===== src/rtl/mag_cmp_arbiter.sv =====
// Round-robin arbiter that time-shares one W-bit magnitude comparator among NREQ requesters.
// Define MAG_CMP_SIGNED_EN to compare operands as two's-complement instead of unsigned.
module mag_cmp_arbiter #(
    parameter int NREQ = 4,
    parameter int W    = 3
) (
    input  logic              clk,
    input  logic              rst,
    input  logic [NREQ-1:0]   req,
    input  logic [NREQ*W-1:0] a_in,
    input  logic [NREQ*W-1:0] b_in,
    output logic [NREQ-1:0]   gnt,
    output logic [NREQ-1:0]   done,
    output logic              Ya,
    output logic              Yb,
    output logic              Ye,
    output logic              busy
);

    localparam int IW = (NREQ > 1) ? $clog2(NREQ) : 1;

    typedef enum logic [1:0] {
        IDLE = 2'd0,
        CMP  = 2'd1,
        RESP = 2'd2
    } state_t;

    // Returns {a>b, a<b, a==b}; exactly one bit is set.
    function automatic logic [2:0] cmp_flags(input logic [W-1:0] a, input logic [W-1:0] b);
`ifdef MAG_CMP_SIGNED_EN
        logic signed [W-1:0] sa;
        logic signed [W-1:0] sb;
        sa = $signed(a);
        sb = $signed(b);
        return {sa > sb, sa < sb, sa == sb};
`else
        return {a > b, a < b, a == b};
`endif
    endfunction

    state_t            state_q, state_d;
    logic [IW-1:0]     ptr_q, ptr_d;
    logic [IW-1:0]     cur_q, cur_d;
    logic [W-1:0]      opa_q, opa_d;
    logic [W-1:0]      opb_q, opb_d;
    logic [NREQ-1:0]   gnt_q, gnt_d;
    logic [NREQ-1:0]   done_q, done_d;
    logic [2:0]        flags_q, flags_d;
    logic              busy_q, busy_d;
    logic              found;
    int                win;

    always_comb begin
        state_d = state_q;
        ptr_d   = ptr_q;
        cur_d   = cur_q;
        opa_d   = opa_q;
        opb_d   = opb_q;
        gnt_d   = '0;
        done_d  = '0;
        flags_d = flags_q;
        found   = 1'b0;
        win     = 0;

        // Round-robin search starting at ptr, wrapping modulo NREQ.
        for (int i = 0; i < NREQ; i++) begin
            if (!found && req[(int'(ptr_q) + i) % NREQ]) begin
                found = 1'b1;
                win   = (int'(ptr_q) + i) % NREQ;
            end
        end

        case (state_q)
            IDLE: begin
                if (found) begin
                    cur_d      = IW'(win);
                    opa_d      = a_in[win*W +: W];
                    opb_d      = b_in[win*W +: W];
                    gnt_d[win] = 1'b1;
                    state_d    = CMP;
                end
            end
            CMP: begin
                flags_d       = cmp_flags(opa_q, opb_q);
                done_d[cur_q] = 1'b1;
                state_d       = RESP;
            end
            RESP: begin
                ptr_d   = (cur_q == IW'(NREQ - 1)) ? '0 : cur_q + 1'b1;
                state_d = IDLE;
            end
            default: state_d = IDLE;
        endcase

        busy_d = (state_d != IDLE);
    end

    always_ff @(posedge clk) begin
        if (rst) begin
            state_q <= IDLE;
            ptr_q   <= '0;
            cur_q   <= '0;
            opa_q   <= '0;
            opb_q   <= '0;
            gnt_q   <= '0;
            done_q  <= '0;
            flags_q <= '0;
            busy_q  <= 1'b0;
        end else begin
            state_q <= state_d;
            ptr_q   <= ptr_d;
            cur_q   <= cur_d;
            opa_q   <= opa_d;
            opb_q   <= opb_d;
            gnt_q   <= gnt_d;
            done_q  <= done_d;
            flags_q <= flags_d;
            busy_q  <= busy_d;
        end
    end

    assign gnt  = gnt_q;
    assign done = done_q;
    assign Ya   = flags_q[2];
    assign Yb   = flags_q[1];
    assign Ye   = flags_q[0];
    assign busy = busy_q;

endmodule


===== config.mk =====
export PLATFORM = sky130hd
export DESIGN_NAME = mag_cmp_arbiter
export DESIGN_NICKNAME = d
export VERILOG_FILES = /design/src/rtl/mag_cmp_arbiter.sv
export SDC_FILE = /design/constraint.sdc
export NUM_CORES = 1
export LEC_CHECK = 0
export CAP_MARGIN = 15
export CORE_ASPECT_RATIO = 0.5
export CORE_MARGIN = 2
export CORE_UTILIZATION = 25
export DETAILED_ROUTE_END_ITERATION = 16
export SLEW_MARGIN = 15
export SYNTH_ARGS = -nofsm -noshare
export SYNTH_HDL_FRONTEND = slang
export SYNTH_SLANG_ARGS = --single-unit

===== constraint.sdc =====
create_clock -name clk -period 8.6 [get_ports clk]
set_input_delay 1.72 -clock clk [delete_from_list [all_inputs] [get_ports clk]]
set_output_delay 1.72 -clock clk [all_outputs]
set_load 0.03 [all_outputs]

==> impl_results.md <==
- Simple-gate portion of the synthesized area: 0.210
- Clock transition at the registers of the reported paths: about 60 ps
- Reg-to-reg startpoint: ptr_q[0]
- Synth Instances: 171
- Largest net degree at the start of global routing: 19
- Status: complete, no violations
- Antenna Cells: 0
- CP Capture Type: flip-flop
- Largest family of logic cells by synthesized area: multiplexers
- PortBufs: 41
- Synth Register Bits: 24
- Hold Path Stages: 2
- Leak: 0.864 nW
- Max-slew violations: 0
- Critical path startpoint category: input pin
- Routed vias/inst: roughly 4.8
- TritonRoute pass-1 iters: 4
- Clk buf depth: 2
- WL/cell: approximately 13 um
- Max_cap viols: 0
- Post-CTS Setup Bufs: 0
- Commonest non-fill, non-tap cell in the layout: clkdlybuf4s50_1
- Period minus WS final: between 4000 and 5000 ps
- CP max stage cell: ha_1
- Critical path class: input pin to flip-flop
- Most frequent cells in the layout: clkdlybuf4s50_1, dfxtp_1, nor2_1
- CTS Hold Buffers Added: 0
- Share of cells above drive strength 1: 0.0913
- Synth Net Count: roughly 210
- Clock Tree Root: clkbuf_16
- Initial Utilization: 0.265
- # IOs: 42
- Worst-path cell chain: clkdlybuf4s50_1 -> nor2_2 -> or4_4 -> nand2_4 -> ha_1 -> mux4_2 -> mux2i_1 -> o21a_1 -> a221oi_1
- Worst min path class: flip-flop to flip-flop
- DRC: 0
- Setup violations, final: 0
- Tot GR Track Use: 0.111
- CTS buffer count: 3
- Mapped Area: ~1700 sq um
- Post-Route WL: 3.88 mm
- RSZ-0062 raised after global routing: no
- Final core occ: 0.359
- Slew margin rel.: 0.547
- Final net count: between 200 and 300
- Fraction of synthesized area in multiplexers: 0.220
- Fraction of the mapped netlist area in adder cells: 0.0985
- Grt ovf: 0
- Height of the die: about 61 um
- Worst Hold Slack: around 490 ps
- Mapped Avg Cell Area: roughly 9.7 sq um
- PwrDens: ~170 nW/um^2
- CTS resizes: 0
- HPWL Detailed: approximately 3.1 mm
- Number of flops mapped to enable cells by yosys: 0
- Reg-to-Reg End: opb_q[1]
- Clock latency on the worst-skew pair: about 250 ps
- First-pass GRT wire length: approximately 6.4 mm
- H-tree Lvls: 1
- Max Freq: roughly 0.22 GHz
- Number of distinct library cells after synthesis: 38
- Hold path startpoint: opa_q[0]
- Slowest stage delay, CP: just under 600 ps
- CTS tree: yes
- # rows: 20
- Max FO, Critical Path: 18
- Initial antenna violation count: 0
- Die width: between 100 and 150 um
- Worst R2R Path Depth: 8
- CP required: between 8000 and 9000 ps
- Asr flop ratio synth: 0
- Worst slew pin tran: slightly below 700 ps
- Post-synthesis sequential area ratio: 0.291
- Flop2flop setup slack: roughly 5700 ps
- Worst Hold End: opa_q[0]
- Max VDD drop: between 0.08 and 0.09 mV
- Worst EP arrival: ~4600 ps
- Compound-Gate Fraction of Synth Area: 0.128
- ANT nets after route: 0
- Core footprint: 6230 sq um
- Number of global-route vias before repair: roughly 1300
- Final Hold Fails: 0
- Final Skew: 2.78 ps
- Tcrit/Tclk final: 0.526
- # clock sinks: 24
- Via count: 1409
- Yosys warnings: 0
- Setup TNS after final layout: 0 ps
- Die Area: 7310 sq um
- Synth Flop Type: dfxtp_1
- Synth-to-Final Area Change: 35.5%
- Placer Congestion: approximately 0.84
- XOR/XNOR share of the synthesized area: 0
- Initial DRC Count: 116
-- critical path, delay by kind of cell --
family / cells / cell delay [ps]
fa+ha+maj: 1 / 590
mux: 2 / 730
simple gates: 3 / 820
buf+inv: 1 / 550
compound gates: 2 / 200
-- state kept, by name (all words and copies together), names as in the netlist --
signal and cells:
done 4, gnt 4, flags_q 3, opa_q 3
opb_q 3, cur_q 2, ptr_q 2, state_q 2
busy 1
-- power breakdown --
part,internal [mW],switching [mW],total (mW)
logic,0.0611,0.0615,0.123
clock network,0.0925,0.0391,0.132
registers,0.122,0.00622,0.129
-- area by class of cell --
type,count,area (sq um)
fill,608,3990
multi-input combinational,127,1080
sequential,24,480
timing repair buffer,41,410
tap,88,110
clock buffer,3,75.1
inverter,12,47.5
clock inverter,1,30.0
-- layer usage --
layer  track usage  vias up  wire length (um)  part of all wire
met4        0.0306        0                36            0.0093
met1         0.141      665              1800              0.46
li1              -      699                 -                 -
met2         0.181       41              1730              0.45
met3        0.0444        4               307             0.079
met5             0        -                 0                 0
-- worst max path at each step --
| stage | start | to | slack [ps] | cells after the start |
|---|---|---|---|---|
| after floorplan | req[0] | opb_q[0] | 4490 | 10 |
| final | req[1] | opb_q[1] | 4080 | 9 |
| after global routing | req[1] | opb_q[1] | 3860 | 9 |
| after detailed placement | req[0] | opb_q[1] | 3810 | 9 |
| after global placement | req[0] | opb_q[1] | 3890 | 9 |
| after CTS | req[1] | opb_q[1] | 4060 | 9 |
-- stage by stage --
step | instance area [sq um] | std cells | total power, mW | setup slack, ps
5_1_grt | 2240 | 296 | 0.407 | 3860
3_5_place_dp | 2130 | 292 | 0.253 | 3810
2_1_floorplan | 1650 | 171 | 0.214 | 4490
4_1_cts | 2240 | 296 | 0.385 | 4060
3_3_place_gp | 2130 | 292 | 0.252 | 3890
6_report | 2240 | 296 | 0.383 | 4080
-- cells in the mapped netlist (all sizes together) (2+ instances only) --
master	count	area, sq um
o21ai	7	35.0
dfxtp	24	480
mux4	14	334
nor4	2	12.5
nor2	22	85.1
buf	2	16.3
nand2b	5	31.3
clkbuf	6	22.5
a211oi	2	15.0
nand2	4	22.5
a221oi	2	23.8
nor2b	5	38.8
a22oi	3	22.5
nand3	10	50.1
mux2i	3	30.0
ha	13	163
and2	8	50.1
inv	12	47.6
a21oi	15	75.1
-- logic make-up (layout without fill, tap and decap cells) --
logic type | Yosys count | in the layout
AO/OA/AOI/OAI | 34 | 34
adder cells (fa/ha/maj) | 13 | 13
buffers and inverters | 20 | 57
flip-flops | 24 | 24
multiplexers | 17 | 17
AND/OR/NAND/NOR | 63 | 63
Power figures use the tool's default switching activity.
